[config.mk]
export PLATFORM = sky130hd
export DESIGN_NAME = spi_dac_receiver
export DESIGN_NICKNAME = d
export VERILOG_FILES = /design/src/rtl/spi_dac_receiver.sv
export SDC_FILE = /design/constraint.sdc
export NUM_CORES = 1
export LEC_CHECK = 0
export ABC_AREA = 1
export CORE_AREA = 2 2 99 101
export CTS_CLUSTER_SIZE = 40
export DETAILED_ROUTE_END_ITERATION = 6
export DIE_AREA = 0 0 101 103
export PLACE_DENSITY = 0.52
export SYNTH_ARGS = -nofsm -noshare
export SYNTH_HDL_FRONTEND = slang
export SYNTH_SLANG_ARGS = --single-unit
[constraint.sdc]
create_clock -name clk -period 3.75 [get_ports clk]
set_input_delay 0.75 -clock clk [delete_from_list [all_inputs] [get_ports clk]]
set_output_delay 0.75 -clock clk [all_outputs]
set_load 0.02 [all_outputs]
[src/rtl/spi_dac_receiver.sv]
// SPI DAC target: oversampled bCS/SCK/SDI/bLDAC, word commit on frame close, DAC load on bLDAC.
// Optional SDO readback of the previously committed word when SPI_RX_READBACK_EN is defined.
module spi_dac_receiver #(
    parameter int spi_length  = 16,
    parameter int sync_stages = 2
) (
    input  logic                  clk,
    input  logic                  rst,
    input  logic                  bCS,
    input  logic                  SCK,
    input  logic                  SDI,
    input  logic                  bLDAC,
    output logic [spi_length-1:0] input_reg,
    output logic [spi_length-1:0] dac_data,
    output logic                  data_valid,
    output logic                  ldac_pulse,
    output logic                  frame_err,
    output logic                  pending,
    output logic                  busy
`ifdef SPI_RX_READBACK_EN
    ,
    output logic                  SDO
`endif
);
    localparam int CW = $clog2(spi_length + 1);

    typedef enum logic {IDLE, SHIFT} state_t;

    state_t                 state;
    logic [sync_stages-1:0] cs_sync, sck_sync, sdi_sync, ldac_sync, prime;
    logic                   cs_q, sck_q, ldac_q, armed;
    logic [CW-1:0]          bit_cnt, cnt_nx;
    logic [spi_length-1:0]  shift_reg, sr_nx;
    logic                   overrun, ovr_nx, commit;

    wire cs_s   = cs_sync[sync_stages-1];
    wire sck_s  = sck_sync[sync_stages-1];
    wire sdi_s  = sdi_sync[sync_stages-1];
    wire ldac_s = ldac_sync[sync_stages-1];

    wire cs_rise   = cs_s & ~cs_q;
    wire cs_fall   = ~cs_s & cs_q & armed;
    wire sck_rise  = sck_s & ~sck_q;
    wire sck_fall  = ~sck_s & sck_q;
    wire ldac_fall = ~ldac_s & ldac_q;
    wire primed    = prime[sync_stages-1];

    // prime marks when the chains hold real pin samples rather than reset values;
    // armed then requires a genuine high bCS before any frame may start.
    always_ff @(posedge clk or posedge rst) begin
        if (rst) begin
            cs_sync   <= '1;
            ldac_sync <= '1;
            sck_sync  <= '0;
            sdi_sync  <= '0;
            prime     <= '0;
            cs_q      <= 1'b1;
            ldac_q    <= 1'b1;
            sck_q     <= 1'b0;
            armed     <= 1'b0;
        end else begin
            cs_sync   <= {cs_sync[sync_stages-2:0], bCS};
            ldac_sync <= {ldac_sync[sync_stages-2:0], bLDAC};
            sck_sync  <= {sck_sync[sync_stages-2:0], SCK};
            sdi_sync  <= {sdi_sync[sync_stages-2:0], SDI};
            prime     <= {prime[sync_stages-2:0], 1'b1};
            cs_q      <= cs_s;
            ldac_q    <= ldac_s;
            sck_q     <= sck_s;
            armed     <= armed | (primed & cs_s);
        end
    end

    // SCK edge is applied first so a coincident bCS rise sees the updated count.
    always_comb begin
        cnt_nx = bit_cnt;
        sr_nx  = shift_reg;
        ovr_nx = overrun;
        if (sck_rise) begin
            sr_nx = {shift_reg[spi_length-2:0], sdi_s};
            if (bit_cnt == CW'(spi_length)) ovr_nx = 1'b1;
            else                            cnt_nx = bit_cnt + 1'b1;
        end
        commit = (state == SHIFT) && cs_rise && (cnt_nx == CW'(spi_length)) && !ovr_nx;
    end

`ifdef SPI_RX_READBACK_EN
    logic [spi_length-1:0] rb_reg;
    assign SDO = busy & rb_reg[spi_length-1];
`endif

    always_ff @(posedge clk or posedge rst) begin
        if (rst) begin
            state      <= IDLE;
            bit_cnt    <= '0;
            shift_reg  <= '0;
            overrun    <= 1'b0;
            input_reg  <= '0;
            dac_data   <= '0;
            data_valid <= 1'b0;
            ldac_pulse <= 1'b0;
            frame_err  <= 1'b0;
            pending    <= 1'b0;
            busy       <= 1'b0;
`ifdef SPI_RX_READBACK_EN
            rb_reg     <= '0;
`endif
        end else begin
            data_valid <= 1'b0;
            ldac_pulse <= 1'b0;
            frame_err  <= 1'b0;
            case (state)
                IDLE: if (cs_fall) begin
                    bit_cnt   <= '0;
                    shift_reg <= '0;
                    overrun   <= 1'b0;
                    state     <= SHIFT;
                    busy      <= 1'b1;
`ifdef SPI_RX_READBACK_EN
                    rb_reg    <= input_reg;
`endif
                end
                SHIFT: begin
                    bit_cnt   <= cnt_nx;
                    shift_reg <= sr_nx;
                    overrun   <= ovr_nx;
`ifdef SPI_RX_READBACK_EN
                    if (sck_fall) rb_reg <= {rb_reg[spi_length-2:0], 1'b0};
`endif
                    if (cs_rise) begin
                        overrun <= 1'b0;
                        state   <= IDLE;
                        busy    <= 1'b0;
                        if (commit) begin
                            input_reg  <= sr_nx;
                            data_valid <= 1'b1;
                        end else begin
                            frame_err  <= 1'b1;
                        end
                    end
                end
                default: state <= IDLE;
            endcase
            // A coincident commit is forwarded straight to the DAC register.
            if (ldac_fall) begin
                dac_data   <= commit ? sr_nx : input_reg;
                ldac_pulse <= 1'b1;
                pending    <= 1'b0;
            end else if (commit) begin
                pending    <= 1'b1;
            end
        end
    end

`ifndef SPI_RX_READBACK_EN
    logic unused_fall;
    assign unused_fall = sck_fall;
`endif
endmodule

== Yosys cells after proc, flatten, opt, wreduce, memory -nomap -nowiden ==
Cells that the tools add are included.
Storage, ports and cells
  logic and storage cells: 72
  register bits: 74
  output and inout bits: 37
Operators by class
  eq/ne operators: 4
  add/sub/neg operators: 1
  reductions and logical operators: 7
  multiplexer cells: 28
  bitwise logic cells: 12
Operators with widths (number)
  16-bit two-way mux: 3
  16-bit case mux with 2 select lines: 1
  1-bit two-way mux: 17
  5-bit two-way mux: 3
  5-bit == test (second input constant): 2
  5-bit case mux with 2 select lines: 1
  1-bit AND: 6
  1-bit case mux with 2 select lines: 3
  5-bit by 1-bit adder with 5-bit output (second input constant): 1
  1-bit NOT: 5
  2-bit AND reduction: 2
  1-bit logical AND: 3
  2-bit by 1-bit inequality test with 1-bit output (second input constant): 1
  2-bit inequality test (second input constant): 1
  2-bit nonzero test: 1
  1-bit zero test: 1
  1-bit bitwise OR: 1

== Logic depth before layout (Yosys ltp) ==
Gate-level depths: netlist of the first run.
  word-level depth: 9
  mapped depth: 14
  gate-level depth less buffers: 13

== Least setup slack after synthesis of the first run ==
No wires, ideal clock.
  path kind: register to register
  start point: reg bit_cnt[0]
  end point: reg input_reg[10]
  data arrival time: 1620 ps
  path buffers: 1
  required time: 3631 ps
  slack: 2011 ps
  stages on the path, launching flop included: 11
  path through: dfrtp_1 inv_1 ha_1 nand3_1 nand2_1 nor2_1 nand3_2 nor2_4 buf_4 nand3_1 and2_1
Between the ends
  cells in the longest elaborated chain, start to end: 7
Ends and longest elaborated chain
  from (decl): RTL line 32  | logic [CW-1:0] bit_cnt, cnt_nx;
  from (signal assigned): RTL line 124  | bit_cnt <= cnt_nx;
  5-bit by 1-bit adder with 5-bit output / 5-bit == test (equally long branches): RTL line 82, 81
  5-bit two-way mux: RTL line 81  | if (bit_cnt == CW'(spi_length)) ovr_nx = 1'b1;
  5-bit two-way mux: RTL line 79  | if (sck_rise) begin
  5-bit == test: RTL line 84  | commit = (state == SHIFT) && cs_rise && (cnt_nx == CW'(spi_length)) && !ovr_nx;
  1-bit logical AND: RTL line 84
  1-bit logical AND (*): RTL line 84
  16-bit two-way mux (*)
  to (signal assigned): RTL line 135  | input_reg <= sr_nx;
  to (decl): RTL line 13  | output logic [spi_length-1:0] input_reg,
Mark *: on every way between the ends. The rest lies on a longest branch, timed or not.
A chain may end at the register's enable or synchronous reset.

== Worst setup path after layout of the first run ==
  start point: reg sck_q
  end point: reg dac_data[5]
Between the ends
  cells in the longest elaborated chain, start to end: 7
Ends and longest elaborated chain
  from (decl): RTL line 31  | logic cs_q, sck_q, ldac_q, armed;
  from (signal assigned): RTL line 69  | sck_q <= sck_s;
  1-bit NOT (*): RTL line 43  | wire sck_rise = sck_s & ~sck_q;
  1-bit AND (*): RTL line 43
  5-bit two-way mux: RTL line 79
  5-bit == test: RTL line 84
  1-bit logical AND (2 in series): RTL line 84
  16-bit two-way mux (*)
  to (signal assigned): RTL line 146  | dac_data <= commit ? sr_nx : input_reg;
  to (decl): RTL line 14  | output logic [spi_length-1:0] dac_data,
Marks and branches as above.

==> results of run 1 <==
## worst reg2reg max path, cell delays in order, from the launching register on
cell,delay [ps]
dfrtp_1,410
inv_1,90
nand2_2,300
nand2_1,150
nand2_1,70
nor2_1,120
nand3_2,100
nor2_4,360
nand2_4,240
nand2_1,130
nand3_1,70
nand2_1,70
## metal layers
layer	GRT usage (%)	wire length [um]
met5	0	0
met3	2.64	216
met4	6.03	116
met2	19.3	2990
met1	18.3	3110
## through the flow
stage	util, %	hold slack, ps
after detailed placement	38.5	336
after global routing	40.6	364
final	40.6	351
after global placement	38.5	333
after floorplan	-	331
after CTS	40.6	355
## how the worst max path moves through the flow
stage | endpoint | depth (start not counted) | startpoint | slack (ps)
after floorplan | armed | 1 | rst | 1130
after global placement | dac_data[13] | 11 | sck_q | 1610
after detailed placement | pending | 11 | sck_q | 1550
after CTS | dac_data[5] | 11 | sck_q | 1530
after global routing | dac_data[4] | 11 | sck_q | 1260
final | dac_data[5] | 11 | sck_q | 1580
## kinds of logic (layout without fill, tap and decap cells)
group | after synthesis | after routing
simple gates | 160 | 160
flops | 74 | 74
buf+inv | 64 | 114
compound gates | 42 | 42
fa+ha+maj | 2 | 2
other cells | 1 | 1
## cell usage in the layout (no fill, tap or decap), types with 2 or more instances in the layout
master	netlist	final
dfrtp_1	68	68
clkbuf_8	0	10
o22ai_1	18	18
nor2_1	9	9
and2_1	16	16
a21oi_1	3	3
buf_4	2	4
dfstp_2	6	6
clkdlybuf4s50_1	0	42
inv_2	1	2
inv_1	49	48
nand2_1	87	87
nor2_4	2	2
clkinvlp_4	0	2
ha_1	2	2
nor3_1	2	2
o21ai_0	19	19
clkinv_2	0	2
nand3_1	37	37
nand2_2	3	3
## area by class of cell
class | instances | area [um^2] | share of cell area [%]
repair buffers | 46 | 450 | 11.7
flip-flops and latches | 74 | 1860 | 48.4
clock inverters | 5 | 55.1 | 1.43
multi-input cells | 205 | 996 | 25.9
inverters | 52 | 198 | 5.14
well taps | 114 | 143 | 3.71
clock buffers | 11 | 141 | 3.68
## report_power, final
part,internal [mW],leakage (nW),switching (mW)
sequential,0.856,0.969,0.0345
clock,0.323,0.0953,0.292
combinational,0.0677,0.857,0.132
==> metrics.txt, run 1 <==
status=finished clean; Antenna Nets Post-Route=0; total power=~1.7 mW; R2R Setup Slk=roughly 1600 ps; Starting Density=~33%; largest family of logic cells by synthesized area=simple AND/OR/NAND/NOR gates; RSZ-0062 raised after global routing=false; CP Buf/Inv Count=1; largest net degree at the start of global routing=35; Synth area leaders=dfrtp_1 (55%), nand2_1 (10%), nand3_1 (5.9%); syn_nets=about 350; post-synth top area share=between 50% and 60%; Crit Path Category=reg -> reg; Post-CTS Hold Fix Bufs=0; std cell rows=36; number of synthesized register bits=74; Post-Synth XOR/XNOR Area=0%; Pins Over Slew Limit=0; Ant. Diodes=0; number of global-route vias before repair=2083; Top delay family on crit path=simple AND/OR/NAND/NOR gates; Setup-failing EPs final=0; ys flop type=dfrtp_1; fraction of the mapped netlist area in adder cells=0.803%; cells on worst reg2reg path=11; die outline width=roughly 100 um; Slew headroom=52.1%; syn avg cell area=9.08 um^2; CTS tree=built; dpl hpwl=roughly 4300 um; Leak Pwr=1.92 nW; Inst Count DP=491; CTS root buf=clkbuf_8; Final Hold Fails=0; Iter 0 DRT Violations=123; CTS H-tree lvls=3; cells after synthesis=around 340; vias per cell=4.58; post-CTS resize count=0; power per cell area=444 mW/mm^2; Die Span Y=103 um; slowest CP cell=dfrtp_1; Endpoint, Worst Hold=sck_sync[1]; top-count cell post-synth=nand2_1; Synth area leader=dfrtp_1; Fin Setup TNS=0 ps; actual transition at the worst max-transition pin=718 ps; crit-path most repeated cell=nand2_1; critical path fanouts, max=34; initial antenna violation count=0; pre-CTS WS=roughly 1500 ps; Reg2Reg Capture Point=dac_data[5]; DRT Wirelength=6430 um; CTS sink cnt=74; worst hold stages=0; postcts setup bufs=0; crit path time final=~2200 ps; DRC viols=0; Max clock buf depth=2; clock latency on the worst-skew pair=around 340 ps; max cap viols=0; Final nets=~400; most instantiated cells after synthesis=nand2_1 (87), dfrtp_1 (68), inv_1 (49), nand3_1 (37), o21ai_0 (19); WL/cell=~13 um; ratio of cells with drive above 1 in the final layout=about 9.2%; Total GRT Usage=13.0%; Fillers=around 950; critical path startpoint category=flip-flop; mux contribution to synthesized area=0%; number of synthesized flops with an enable pin=0; die area=0.0104 mm^2; min-delay worst type=reg -> reg; Synth Cell Area=0.00312 mm^2; first-pass GRT wire length=10500 um; Yosys warnings=0; Worst-path clk slew=70 ps; core footprint=0.00946 mm^2; Area Growth Syn to Fin=23.3%; Peak VDD IR=between 0.15 and 0.2 mV; DR pass1 iterations=4; skew final=a little under 9 ps; Setup WS post-layout=1580 ps; FF-to-FF Start=sck_q; Required @ worst endpoint=4030 ps; min-delay src=sck_sync[0]; post-route cell area=between 0.003 and 0.004 mm^2; global route total overflow=0; Synth cell types=28; Max Freq=0.461 GHz; crit-path cells=inv_1 > nand2_2 > nand2_1 > nand2_1 > nor2_1 > nand3_2 > nor2_4 > nand2_4 > nand2_1 > nand3_1 > nand2_1; vias=roughly 2300; Cell Area, Placed=0.00365 mm^2; sequential-to-total area share from yosys stat=59.7%; CP max stage delay=410 ps; number of port buffers=42; crit path DAT=2450 ps; final cell count without fillers=507; Tcrit/Tclk final=about 58%; routability cong.=0.757; Setup crit end kind=flip-flop; Num CTS Buffers=9; IO Count=43; Compound-Gate Fraction of Synth Area=7.55%; simple-gate portion of the synthesized area=23.5%; Async SR Flop Fraction=100%
(Power assumes the default switching activity.)
==> inputs of run 2 (changes only) <==
- clock period: 3.75 -> 2.2 ns (I/O delays scaled with it)
==> run 2 against run 1 <==
  * Utilization increased by 0.22 points
  * Critical path type unchanged
  * Worst hold slack better by 2.1 ps
  * Highest routed layer unchanged
  * Via count rose by 1.5%
==> metrics.txt, run 2 (synthesis gave the netlist of run 1 again) <==
status=finished clean; FF-to-FF Start=bit_cnt[0]; worst hold stages=0; postcts setup bufs=0; post-CTS resize count=0; first-pass GRT wire length=10900 um; Leak Pwr=1.92 nW; DRT Wirelength=6500 um; Antenna Nets Post-Route=0; cells on worst reg2reg path=14; grt met3 use=2.44%; Cell Area, Placed=roughly 0.0037 mm^2; DRC viols=0; Pins Over Slew Limit=0; routability cong.=0.771; Final nets=~400; skew final=13.9 ps; vias per cell=4.64; post-route cell area=0.00386 mm^2; Worst-path clk slew=80 ps; power per cell area=between 700 and 800 mW/mm^2; RSZ-0062 raised after global routing=false; Required @ worst endpoint=approximately 2400 ps; number of global-route vias before repair=2267; ratio of cells with drive above 1 in the final layout=9.39%; busiest grt layer=met2; Die Span Y=103 um; CTS H-tree lvls=3; critical path fanouts, max=17; largest net degree at the start of global routing=75; dpl hpwl=4250 um; critical path startpoint category=flip-flop; Area Growth Syn to Fin=24.0%; Crit Path Category=reg -> reg; switch share=approximately 28%; crit path from=bit_cnt[0]; min-delay worst type=reg -> reg; final worst hold slack=353 ps; Fillers=950; Num CTS Buffers=9; Max Freq=0.533 GHz; Slew headroom=52.8%; Ant. Diodes=0; actual transition at the worst max-transition pin=~710 ps; core footprint=0.00946 mm^2; Seq pwr share=52.0%; DR pass1 iterations=4; Comb power frac=11.9%; Post-CTS Hold Fix Bufs=0; IO Count=43; Starting Density=between 30% and 40%; max cap viols=0; Setup-failing EPs final=0; Net Sw Power=0.803 mW; crit path time final=1870 ps; CTS root buf=clkbuf_8; Iter 0 DRT Violations=100; min-delay src=sck_sync[0]; Final Hold Fails=0; CTS tree=built; Fin Setup TNS=0 ps; Layout Utilization=40.8%; std cell rows=36; final cell count without fillers=just over 500; Clock power frac=36.0%; die area=0.0104 mm^2; number of port buffers=between 40 and 50; Setup crit end kind=flip-flop; crit path DAT=between 2000 and 2500 ps; vias=around 2400; M2 GR Usage=about a fifth; die outline width=101 um; most frequent cells in the layout=nand2_1 (87), dfrtp_1 (68), inv_1 (48); Inst Count DP=roughly 500; Total GRT Usage=13.3%; global route total overflow=0; M1 GR Usage=18.3%; initial antenna violation count=0; Max clock buf depth=2; clock latency on the worst-skew pair=340 ps; WL/cell=12.8 um; Peak VDD IR=0.318 mV; Tcrit/Tclk final=about 85%; most common cell after layout, fill and taps aside=nand2_1; Internal=2.11 mW; CTS sink cnt=74
==> run 2: metrics by stage <==
step,total power [mW],worst slack (ps)
2_1_floorplan,1.79,461
3_3_place_gp,1.88,314
3_5_place_dp,1.89,325
4_1_cts,2.95,296
5_1_grt,3.07,148
6_report,2.91,326
==> run 2: path summary, 6_finish.rpt <==
check	endpoint	slack, ps
worst max-delay path	pending	330
worst min-delay path	sck_sync[1]	350
worst max register to register	pending	330
worst min register to register	sck_sync[1]	350
max in group asynchronous	cs_sync[1]	1290
min in group asynchronous	bit_cnt[3]	550
==> run 2: per-layer routing <==
layer  vias up  routed length [um]
met1      1145                3160
met3         8                 169
li1       1169                   -
met2        37                3070
met5         -                   0
met4         0                 104
==> run 2: power groups by stage <==
stage	combinational [mW]	sequential (mW)	clock, mW
global route	0.405	1.53	1.14
finish	0.348	1.51	1.05
CTS	0.352	1.51	1.08
detailed placement	0.350	1.54	0
floorplan	0.258	1.53	0
global placement	0.344	1.54	0
==> run 2: final cells by class <==
type | instances | area [um^2] | area share (%)
flip-flops and latches | 74 | 1860 | 48.1
multi-input cells | 205 | 996 | 25.8
repair buffers | 47 | 470 | 12.2
inverters | 52 | 201 | 5.21
well taps | 114 | 143 | 3.69
clock buffers | 10 | 128 | 3.30
clock inverters | 6 | 66.3 | 1.72
==> run 2: worst max-delay path, stage by stage (launching register included) <==
cell and delay [ps]:
dfrtp_1 410, inv_1 100, ha_1 150, nand2_1 50, inv_1 60, nand3_1 120
nand2_1 80, inv_1 50, nand3_2 70, nor2_4 30, buf_4 150, nand2_4 190
inv_1 140, nor2_1 110, nor2_1 40
==> inputs of run 3 (changes only) <==
- MAX_ROUTING_LAYER: default -> met4
- SKIP_CTS_REPAIR_TIMING: default -> 1
==> run 3 against run 2 <==
  * Power is 0.14% higher
  * Setup slack better by 1.9 ps
  * Routed wire length is 1.0% higher
  * Sequential share of layout area stayed put
  * Combinational power hardly changed
  * Sequential power hardly changed
  * Worst hold slack better by 2.5 ps
  * Cell count stayed put
  * Critical path depth stayed put
  * Largest power group unchanged
==> metrics.txt, run 3 (synthesis gave the netlist of run 1 again) <==
status=finished clean; Met3 Wirelength=147 um; final worst hold slack=roughly 360 ps; power per cell area=754 mW/mm^2; critical path fanouts, max=17; Endpoint, Worst Hold=sck_sync[1]; min-delay worst type=reg -> reg; CTS tree=built; global route total overflow=0; skew final=13.0 ps; top sig layer=met4; most frequent cells in the layout=nand2_1 (87), dfrtp_1 (68), inv_1 (48); RSZ-0062 raised after global routing=false; Crit Path Category=reg -> reg; clock latency on the worst-skew pair=340 ps; CTS sink cnt=74; Setup-failing EPs final=0; number of global-route vias before repair=approximately 2300; vias per cell=4.66; R2R Setup Slk=330 ps; number of port buffers=42; Peak VDD IR=approximately 0.32 mV; Antenna Nets Post-Route=0; IO Count=43; Starting Density=32.9%; wl on met1=3250 um; Fin Setup TNS=0 ps; Final Hold Fails=0; Worst-path clk slew=approximately 80 ps; Setup crit end kind=flip-flop; crit path time final=1870 ps; CTS root buf=clkbuf_8; largest net degree at the start of global routing=75; routability cong.=0.781; initial antenna violation count=0; Required @ worst endpoint=2430 ps; ratio of cells with drive above 1 in the final layout=9.39%; DRC viols=0; std cell rows=36; Pins Over Slew Limit=0; worst hold stages=0; most common cell after layout, fill and taps aside=nand2_1; Die Span Y=slightly above 100 um; crit path DAT=2100 ps; cells on worst reg2reg path=14; Num CTS Buffers=9; dpl hpwl=approximately 4300 um; core footprint=~0.0095 mm^2; Area Growth Syn to Fin=24.0%; Ant. Diodes=0; Iter 0 DRT Violations=110; DR pass1 iterations=4; Max clock buf depth=2; Fillers=950; Leak Pwr=~1.9 nW; WL/cell=between 10 and 15 um; Slew headroom=~54%; CTS H-tree lvls=3; max cap viols=0; first-pass GRT wire length=10900 um; critical path startpoint category=flip-flop; die area=approximately 0.010 mm^2; Final nets=397; die outline width=101 um; actual transition at the worst max-transition pin=697 ps; DRT Wirelength=6570 um; FF-to-FF Start=bit_cnt[0]; Total GRT Usage=13.8%; Met2 Wirelength=3090 um; Max Freq=0.534 GHz; Reg2Reg Capture Point=pending; min-delay src=sck_sync[0]; Tcrit/Tclk final=85.1%; vias=2366
run 3: cell counts in the layout (fill, tap and decap cells not counted):
Identical to the previous run, type by type.
run 3: layer usage:
layer / vias to the layer above / track usage [%]
met5: - / -
li1: 1170 / -
met1: 1160 / 18.2
met2: 28 / 20.9
met3: 8 / 2.64
met4: 0 / 5.61
run 3: power by group:
group / internal (mW) / switching [mW]
registers: 1.46 / 0.0552
clock network: 0.526 / 0.524
logic: 0.121 / 0.228
total: 2.11 / 0.807
run 3: per-stage QoR:
| step | total power, mW | instance area, um^2 | std cells | setup slack, ps | util (%) |
|---|---|---|---|---|---|
| after floorplan | 1.79 | 3120 | 343 | 461 | - |
| after global placement | 1.88 | 3670 | 492 | 314 | 38.8 |
| after detailed placement | 1.89 | 3670 | 492 | 325 | 38.8 |
| after CTS | 2.95 | 3860 | 508 | 296 | 40.8 |
| after global routing | 3.08 | 3860 | 508 | 148 | 40.8 |
| final | 2.91 | 3860 | 508 | 327 | 40.8 |
run 3: worst max-delay path by stage:
stage          slack [ps]  cells after the start        from       endpoint
4_1_cts               300                     12  bit_cnt[0]        pending
2_1_floorplan         460                     10  bit_cnt[0]  input_reg[10]
5_1_grt               150                     12  bit_cnt[1]        pending
3_3_place_gp          310                     14  bit_cnt[0]        pending
6_report              330                     14  bit_cnt[0]        pending
3_5_place_dp          330                     14  bit_cnt[0]        pending
run 3: layout make-up:
cell class              instances  area, um^2  share of cell area, %
multi-input cells             205         996                   25.8
clock inverters                 6        66.3                   1.72
inverters                      52         201                   5.21
well taps                     114         143                   3.69
clock buffers                  10         128                   3.30
repair buffers                 47         470                   12.2
flip-flops and latches         74        1860                   48.1
run 3: worst max-delay path: stages (launching register included):
cell     delay [ps]
dfrtp_1         410
inv_1           100
ha_1            150
nand2_1          50
inv_1            60
nand3_1         120
nand2_1          90
inv_1            50
nand3_2          70
nor2_4           30
buf_4           150
nand2_4         190
inv_1           130
nor2_1          100
nor2_1           40
